[src/rtl/clock_set_ctrl.sv]
// Purpose : button-driven view/edit sequencer for the clock display path (time/date
//           view select, field-edit FSM, display muxing, commit strobes to the counters).
// Ports   : clk/rst_n (sync active-low); btn_mode/btn_next/btn_up debounced levels;
//           cur_* live BCD counter values in; smh_dmy/dem_chinh/blink_led display control,
//           disp_* digits to show, run_en counter enable, load_time/load_date one-cycle
//           strobes qualifying ld_* committed BCD values.
// Latency : every control output and ld_* is registered and changes on the edge that
//           sees the button event; disp_* follows cur_* combinationally outside EDIT.
module clock_set_ctrl #(
    parameter int TIMEOUT = 500000000,
    parameter int TW      = 29
) (
    input  logic        clk,
    input  logic        rst_n,
    input  logic        btn_mode,
    input  logic        btn_next,
    input  logic        btn_up,
    input  logic [7:0]  cur_ss,
    input  logic [7:0]  cur_mm,
    input  logic [7:0]  cur_hh,
    input  logic [7:0]  cur_dd,
    input  logic [7:0]  cur_mo,
    input  logic [15:0] cur_yyyy,
    output logic        smh_dmy,
    output logic        dem_chinh,
    output logic [1:0]  blink_led,
    output logic [7:0]  disp_ss,
    output logic [7:0]  disp_mm,
    output logic [7:0]  disp_hh,
    output logic [7:0]  disp_dd,
    output logic [7:0]  disp_mo,
    output logic [15:0] disp_yyyy,
    output logic        run_en,
    output logic        load_time,
    output logic        load_date,
    output logic [7:0]  ld_ss,
    output logic [7:0]  ld_mm,
    output logic [7:0]  ld_hh,
    output logic [7:0]  ld_dd,
    output logic [7:0]  ld_mo,
    output logic [15:0] ld_yyyy
);

    // RUN_* are the two idle views; each EDIT_* state names the field being edited.
    typedef enum logic [2:0] {
        S_RUN_T   = 3'd0,
        S_RUN_D   = 3'd1,
        S_EDIT_HH = 3'd2,
        S_EDIT_MM = 3'd3,
        S_EDIT_SS = 3'd4,
        S_EDIT_DD = 3'd5,
        S_EDIT_MO = 3'd6,
        S_EDIT_YY = 3'd7
    } state_t;

    // ------------------------------------------------------------------
    // BCD helpers
    // ------------------------------------------------------------------

    // Two-digit BCD increment that wraps from max_v back to min_v.
    function automatic logic [7:0] bcd2_inc(input logic [7:0] v,
                                            input logic [7:0] max_v,
                                            input logic [7:0] min_v);
        logic [7:0] r;
        if (v >= max_v) begin
            r = min_v;
        end else if (v[3:0] >= 4'd9) begin
            r = {v[7:4] + 4'd1, 4'd0};
        end else begin
            r = {v[7:4], v[3:0] + 4'd1};
        end
        return r;
    endfunction

    // Four-digit BCD increment with ripple carry; 9999 rolls to 0000.
    function automatic logic [15:0] bcd4_inc(input logic [15:0] v);
        logic [15:0] r;
        logic        c;
        r = v;
        c = 1'b1;
        for (int i = 0; i < 4; i++) begin
            if (c) begin
                if (r[i*4 +: 4] >= 4'd9) begin
                    r[i*4 +: 4] = 4'd0;
                end else begin
                    r[i*4 +: 4] = r[i*4 +: 4] + 4'd1;
                    c = 1'b0;
                end
            end
        end
        return r;
    endfunction

    // Divisibility by 4 of a two-digit BCD value, decided from the digits directly:
    // even tens need units 0/4/8, odd tens need units 2/6.
    function automatic logic bcd2_div4(input logic [7:0] v);
        logic r;
        if (!v[4]) begin
            r = (v[3:0] == 4'd0) || (v[3:0] == 4'd4) || (v[3:0] == 4'd8);
        end else begin
            r = (v[3:0] == 4'd2) || (v[3:0] == 4'd6);
        end
        return r;
    endfunction

    // ------------------------------------------------------------------
    // Registers
    // ------------------------------------------------------------------
    state_t         state_q;
    logic           mode_prev_q, next_prev_q, up_prev_q;
    logic           smh_dmy_q, dem_chinh_q, run_en_q;
    logic [1:0]     blink_q;
    logic           load_time_q, load_date_q;
    logic [7:0]     e_ss_q, e_mm_q, e_hh_q, e_dd_q, e_mo_q;
    logic [15:0]    e_yy_q;
    logic [7:0]     ld_ss_q, ld_mm_q, ld_hh_q, ld_dd_q, ld_mo_q;
    logic [15:0]    ld_yy_q;
    logic [TW-1:0]  idle_q;

    // ------------------------------------------------------------------
    // Event decode
    // ------------------------------------------------------------------
    logic ev_mode, ev_next, ev_up, any_ev;
    logic in_edit, timeout_d, abort_d;

    assign ev_mode = btn_mode & ~mode_prev_q;
    assign ev_next = btn_next & ~next_prev_q;
    assign ev_up   = btn_up   & ~up_prev_q;
    assign any_ev  = ev_mode | ev_next | ev_up;

    assign in_edit   = (state_q != S_RUN_T) && (state_q != S_RUN_D);
    // Any button activity, even one dropped by priority, counts as non-idle.
    assign timeout_d = in_edit && !any_ev && (idle_q == TW'(TIMEOUT - 1));
    assign abort_d   = in_edit && (ev_mode || timeout_d);

    // ------------------------------------------------------------------
    // Day clamp applied on date commit
    // ------------------------------------------------------------------
    logic       leap_d;
    logic [7:0] dim_d;
    logic [7:0] dd_clamp_d;

    // Century years (low digits 00) are leap only when the high digits divide by 4.
    assign leap_d = (e_yy_q[7:0] != 8'h00) ? bcd2_div4(e_yy_q[7:0])
                                            : bcd2_div4(e_yy_q[15:8]);

    always_comb begin
        dim_d = 8'h31;
        case (e_mo_q)
            8'h04, 8'h06, 8'h09, 8'h11: dim_d = 8'h30;
            8'h02:                      dim_d = leap_d ? 8'h29 : 8'h28;
            default:                    dim_d = 8'h31;
        endcase
    end

    // Valid BCD compares correctly as plain binary.
    assign dd_clamp_d = (e_dd_q > dim_d) ? dim_d : e_dd_q;

    // ------------------------------------------------------------------
    // Sequencer
    // ------------------------------------------------------------------
    always_ff @(posedge clk) begin
        if (!rst_n) begin
            state_q     <= S_RUN_T;
            // History regs reset high so a button held through reset cannot fire.
            mode_prev_q <= 1'b1;
            next_prev_q <= 1'b1;
            up_prev_q   <= 1'b1;
            smh_dmy_q   <= 1'b0;
            dem_chinh_q <= 1'b0;
            run_en_q    <= 1'b1;
            blink_q     <= 2'b00;
            load_time_q <= 1'b0;
            load_date_q <= 1'b0;
            e_ss_q      <= 8'h00;
            e_mm_q      <= 8'h00;
            e_hh_q      <= 8'h00;
            e_dd_q      <= 8'h00;
            e_mo_q      <= 8'h00;
            e_yy_q      <= 16'h0000;
            ld_ss_q     <= 8'h00;
            ld_mm_q     <= 8'h00;
            ld_hh_q     <= 8'h00;
            ld_dd_q     <= 8'h00;
            ld_mo_q     <= 8'h00;
            ld_yy_q     <= 16'h0000;
            idle_q      <= '0;
        end else begin
            mode_prev_q <= btn_mode;
            next_prev_q <= btn_next;
            up_prev_q   <= btn_up;
            load_time_q <= 1'b0;
            load_date_q <= 1'b0;

            if (!in_edit || any_ev || timeout_d) begin
                idle_q <= '0;
            end else begin
                idle_q <= idle_q + 1'b1;
            end

            if (!in_edit) begin
                // Snapshot live values on entry so the first display frame in EDIT
                // matches what was on screen just before.
                if (ev_mode) begin
                    state_q   <= (state_q == S_RUN_T) ? S_RUN_D : S_RUN_T;
                    smh_dmy_q <= (state_q == S_RUN_T);
                end else if (ev_next) begin
                    e_ss_q      <= cur_ss;
                    e_mm_q      <= cur_mm;
                    e_hh_q      <= cur_hh;
                    e_dd_q      <= cur_dd;
                    e_mo_q      <= cur_mo;
                    e_yy_q      <= cur_yyyy;
                    dem_chinh_q <= 1'b1;
                    run_en_q    <= 1'b0;
                    if (state_q == S_RUN_T) begin
                        state_q <= S_EDIT_HH;
                        blink_q <= 2'b00;
                    end else begin
                        state_q <= S_EDIT_DD;
                        blink_q <= 2'b01;
                    end
                end
            end else if (abort_d) begin
                state_q     <= smh_dmy_q ? S_RUN_D : S_RUN_T;
                dem_chinh_q <= 1'b0;
                run_en_q    <= 1'b1;
                blink_q     <= 2'b00;
            end else if (ev_next) begin
                case (state_q)
                    S_EDIT_HH: begin state_q <= S_EDIT_MM; blink_q <= 2'b01; end
                    S_EDIT_MM: begin state_q <= S_EDIT_SS; blink_q <= 2'b10; end
                    S_EDIT_DD: begin state_q <= S_EDIT_MO; blink_q <= 2'b10; end
                    S_EDIT_MO: begin state_q <= S_EDIT_YY; blink_q <= 2'b11; end
                    S_EDIT_SS: begin
                        state_q     <= S_RUN_T;
                        ld_ss_q     <= e_ss_q;
                        ld_mm_q     <= e_mm_q;
                        ld_hh_q     <= e_hh_q;
                        load_time_q <= 1'b1;
                        dem_chinh_q <= 1'b0;
                        run_en_q    <= 1'b1;
                        blink_q     <= 2'b00;
                    end
                    S_EDIT_YY: begin
                        state_q     <= S_RUN_D;
                        ld_dd_q     <= dd_clamp_d;
                        ld_mo_q     <= e_mo_q;
                        ld_yy_q     <= e_yy_q;
                        load_date_q <= 1'b1;
                        dem_chinh_q <= 1'b0;
                        run_en_q    <= 1'b1;
                        blink_q     <= 2'b00;
                    end
                    default: state_q <= state_q;
                endcase
            end else if (ev_up) begin
                case (state_q)
                    S_EDIT_HH: e_hh_q <= bcd2_inc(e_hh_q, 8'h23, 8'h00);
                    S_EDIT_MM: e_mm_q <= bcd2_inc(e_mm_q, 8'h59, 8'h00);
                    S_EDIT_SS: e_ss_q <= bcd2_inc(e_ss_q, 8'h59, 8'h00);
                    S_EDIT_DD: e_dd_q <= bcd2_inc(e_dd_q, 8'h31, 8'h01);
                    S_EDIT_MO: e_mo_q <= bcd2_inc(e_mo_q, 8'h12, 8'h01);
                    S_EDIT_YY: e_yy_q <= bcd4_inc(e_yy_q);
                    default:   e_ss_q <= e_ss_q;
                endcase
            end
        end
    end

    // ------------------------------------------------------------------
    // Outputs
    // ------------------------------------------------------------------
    assign smh_dmy   = smh_dmy_q;
    assign dem_chinh = dem_chinh_q;
    assign blink_led = blink_q;
    assign run_en    = run_en_q;
    assign load_time = load_time_q;
    assign load_date = load_date_q;
    assign ld_ss     = ld_ss_q;
    assign ld_mm     = ld_mm_q;
    assign ld_hh     = ld_hh_q;
    assign ld_dd     = ld_dd_q;
    assign ld_mo     = ld_mo_q;
    assign ld_yyyy   = ld_yy_q;

    // Selecting on the registered edit flag keeps the display switch aligned with dem_chinh.
    assign disp_ss   = dem_chinh_q ? e_ss_q : cur_ss;
    assign disp_mm   = dem_chinh_q ? e_mm_q : cur_mm;
    assign disp_hh   = dem_chinh_q ? e_hh_q : cur_hh;
    assign disp_dd   = dem_chinh_q ? e_dd_q : cur_dd;
    assign disp_mo   = dem_chinh_q ? e_mo_q : cur_mo;
    assign disp_yyyy = dem_chinh_q ? e_yy_q : cur_yyyy;

endmodule

[config.mk]
export PLATFORM = sky130hd
export DESIGN_NAME = clock_set_ctrl
export DESIGN_NICKNAME = d
export VERILOG_FILES = /design/src/rtl/clock_set_ctrl.sv
export SDC_FILE = /design/constraint.sdc
export NUM_CORES = 1
export LEC_CHECK = 0
export ABC_AREA = 0
export CAP_MARGIN = 30
export CORE_MARGIN = 5
export CORE_UTILIZATION = 47
export DETAILED_ROUTE_END_ITERATION = 12
export PLACE_DENSITY = 0.78
export SYNTH_ARGS = -nofsm -noshare
export SYNTH_HDL_FRONTEND = slang
export SYNTH_SLANG_ARGS = --single-unit
[constraint.sdc]
create_clock -name clk -period 3.1 [get_ports clk]
set_clock_uncertainty 0.1 [all_clocks]
set_input_delay 0.62 -clock clk [delete_from_list [all_inputs] [get_ports clk]]
set_output_delay 0.62 -clock clk [all_outputs]
set_load 0.01 [all_outputs]
==> results.toml <==
[timing]
hold_violations = 0
tns_ns = 0
setup_viol = 0
fmax_ghz = 0.331
max-slew-margin-rel = 0.484
period_share = 0.973
layout_min_cycle_time_ns = 3.02
tightest_slew_ns = 0.767
drv_slew = 0

[placement]
port_buffers = 179
dp_cells = 1466
place_congestion = 0.921
hpwlAfterDp_um = 17600

[power_and_ir_drop]
pwr_density_cell_nw_per_um2 = 556
ir_worst_vdd_mv = 0.518
p_leak_nw = 4.26

[worst_setup_path]
path_class = "reg -> reg"
critPathTopFamily = "compound AO/OA/AOI/OAI gates"
worstSetupStartpointType = "flop"
end_kind = "flop"
crit_buf_inv = 2
startpoint = "e_mo_q[1]"
required_ns = 3.35
max_stage_delay_ns = 0.39
slowest_stage = "dfxtp_4"
worstPathMaxFanout = 8
ff2ff_setup_slack_ns = 0.08
reg2reg_depth = 15
arrival_ns = 3.27
path_cells = "inv_4 -> ha_2 -> nor2_2 -> o22ai_2 -> a32oi_2 -> nor3_2 -> mux2i_2 -> ha_2 -> or3b_4 -> a21o_1 -> a21o_1 -> a31oi_1 -> buf_4 -> nand3_1 -> a21oi_1"
timing.rr.end = "ld_dd[1]"
crit_path_end = "ld_dd[1]"
timing.rr.start = "e_mo_q[1]"
cp_num_cells = 15

[die]
rows = 49
dieArea_sq_um = 21100
core_area_sq_um = 18000
die_h_um = 145
die_x_um = 145
io_pins = 180
start_util = 0.477

[cells_and_area]
largest_reg_flops = 29
multi_input_area_sq_um = 5210
syn_to_final_growth_pct = 35.2
regMostFlops = "idle_q"
seq_area_sq_um = 3090
layout-drive-gt1-share = 0.148
finalNetCount = 1372
final_cell_count_no_fill = 1500
nFillCells = 1524
num_antenna_cells = 0

[hold_path]
hold_path.class = "reg -> reg"

[route]
vias_per_cell = 5.62
routedWlPerCell_um = 16.6
wirelength_um = 24900
drc_errors = 0
vias = 8435
firstDrtPassIters = 5
drt_iter0_markers = 512
ant_nets = 0

[synthesis]
synth_seq_cells = 154
yosysTopAreaCellShare = 0.359
yosysTopAreaCell = "dfxtp_1"
synth.distinct_cells = 68
yosysSeqAreaShare = 0.359
yosys-top-cells-area = "dfxtp_1 36%, ha_1 7.7%, mux2_2 7.4%"
synthTopCellsByCount = "163 x nand2_1, 154 x dfxtp_1, 108 x nor2_1"
ys_warn_count = 0
synth-main-ff-cell = "dfxtp_1"
synthArstFlopShare = 0
yosysMostFrequentCell = "nand2_1"
synth_nets = 1176
syn_inst = 1062
postSynthAreaPerCell_sq_um = 8.08
syn-cell-area_sq_um = 8580
synth_edf_count = 0

[global_routing]
grt_start_max_net_pins = 38
grt_util_all_layers = 0.224
antenna_found_initial = 0
grt_first_pass_wirelength_um = 40100
grt_pass1_vias = 7865
grt_overflow = 0

[clock_network]
path_clk_slew_ns = 0.06
cts_tree = "yes"
clockRootBuffer = "clkbuf_16"
cts_inserted_buffers = 17
clk_path_buf_depth = 2
worstSkewPairLatency_ns = 0.43
hold_buffers = 0
clock-sinks = 154
cts.htree.levels = 4

[flow_run]
max_cap_viol_count = 0

[status]
status = "completed"
==> cells by family after synthesis <==
logic type | count (synthesis) | synth area share
fa+ha+maj | 54 | 0.0785
simple gates | 404 | 0.216
compound gates | 251 | 0.185
flops | 154 | 0.359
mux | 61 | 0.0794
xor+xnor | 34 | 0.0347
buf+inv | 104 | 0.0473
==> where the power goes <==
group | switching, W | leakage [nW] | total, W | internal (W)
clock network | 0.000829 | 0.271 | 0.00205 | 0.00122
logic | 0.00126 | 2.75 | 0.00216 | 0.000901
registers | 0.000158 | 1.25 | 0.00223 | 0.00207
==> layout make-up <==
| type | count | area share |
|---|---|---|
| flip-flops and latches | 154 | 0.266 |
| repair buffers | 235 | 0.194 |
| multi-input cells | 804 | 0.449 |
| well taps | 229 | 0.0247 |
| clock buffers | 21 | 0.0397 |
| clock inverters | 11 | 0.0105 |
| inverters | 46 | 0.0154 |
==> per-stage QoR <==
stage	power [W]	cell area [sq um]	util	hold WS [ns]	setup WS, ns
3_3_place_gp	0.00429	10900	0.606	0.327	0.0680
3_5_place_dp	0.00432	10900	0.606	0.343	-0.0772
4_1_cts	0.00639	11500	0.640	0.354	0.00899
6_report	0.00645	11600	0.646	0.351	0.0822
2_1_floorplan	0.00357	8580	-	0.318	0.0474
5_1_grt	0.00678	11600	0.646	0.370	-0.0637
==> cell usage in the layout, fill, tap and decap left out, drive strengths merged, types with 3 or more instances in the layout <==
cell type      count
a21oi             96
nand2b            18
a22oi             18
nor3b              4
clkinv             6
nand3             42
or2                4
a311oi             6
a21boi             6
xnor2             19
or3                4
nor3              15
clkbuf            21
o31ai              8
inv               44
and3              11
o21a               4
nand2            163
o22ai              4
nor2             108
clkinvlp           5
nand4             13
dfxtp            154
a32oi              3
or3b               5
mux2              56
mux2i              5
nor4               8
o211ai             9
nor2b              3
xor2              15
a211oi            17
a221oi             6
clkdlybuf4s50    179
o221ai             3
a21o               4
o21ai             49
ha                53
buf               56
==> worst min path at each step <==
stage,slack (ns),endpoint,startpoint,cells past startpoint
final,0.35,idle_q[0],idle_q[0],1
after global routing,0.37,idle_q[0],idle_q[0],1
after CTS,0.35,ld_ss[2],ld_ss[2],2
after detailed placement,0.34,idle_q[0],idle_q[0],1
after global placement,0.33,idle_q[0],idle_q[0],1
after floorplan,0.32,idle_q[0],idle_q[0],1
==> layer usage <==
metal  track usage  routed length (um)  share of wire
met4        0.0686                 490          0.020
met1         0.296               11100           0.44
met5             0                   0              0
met2         0.370               11900           0.48
met3        0.0471                1500          0.060
==> timing repair <==
item / 4_1_cts / 5_1_grt
hold endpoints to repair: 0 / 0
endpoints found under the setup margin: 5 / 5
resized for setup: 15 / 20
pin swaps: 6 / 13
setup buffers: 0 / 2
(Power assumes the default switching activity.)
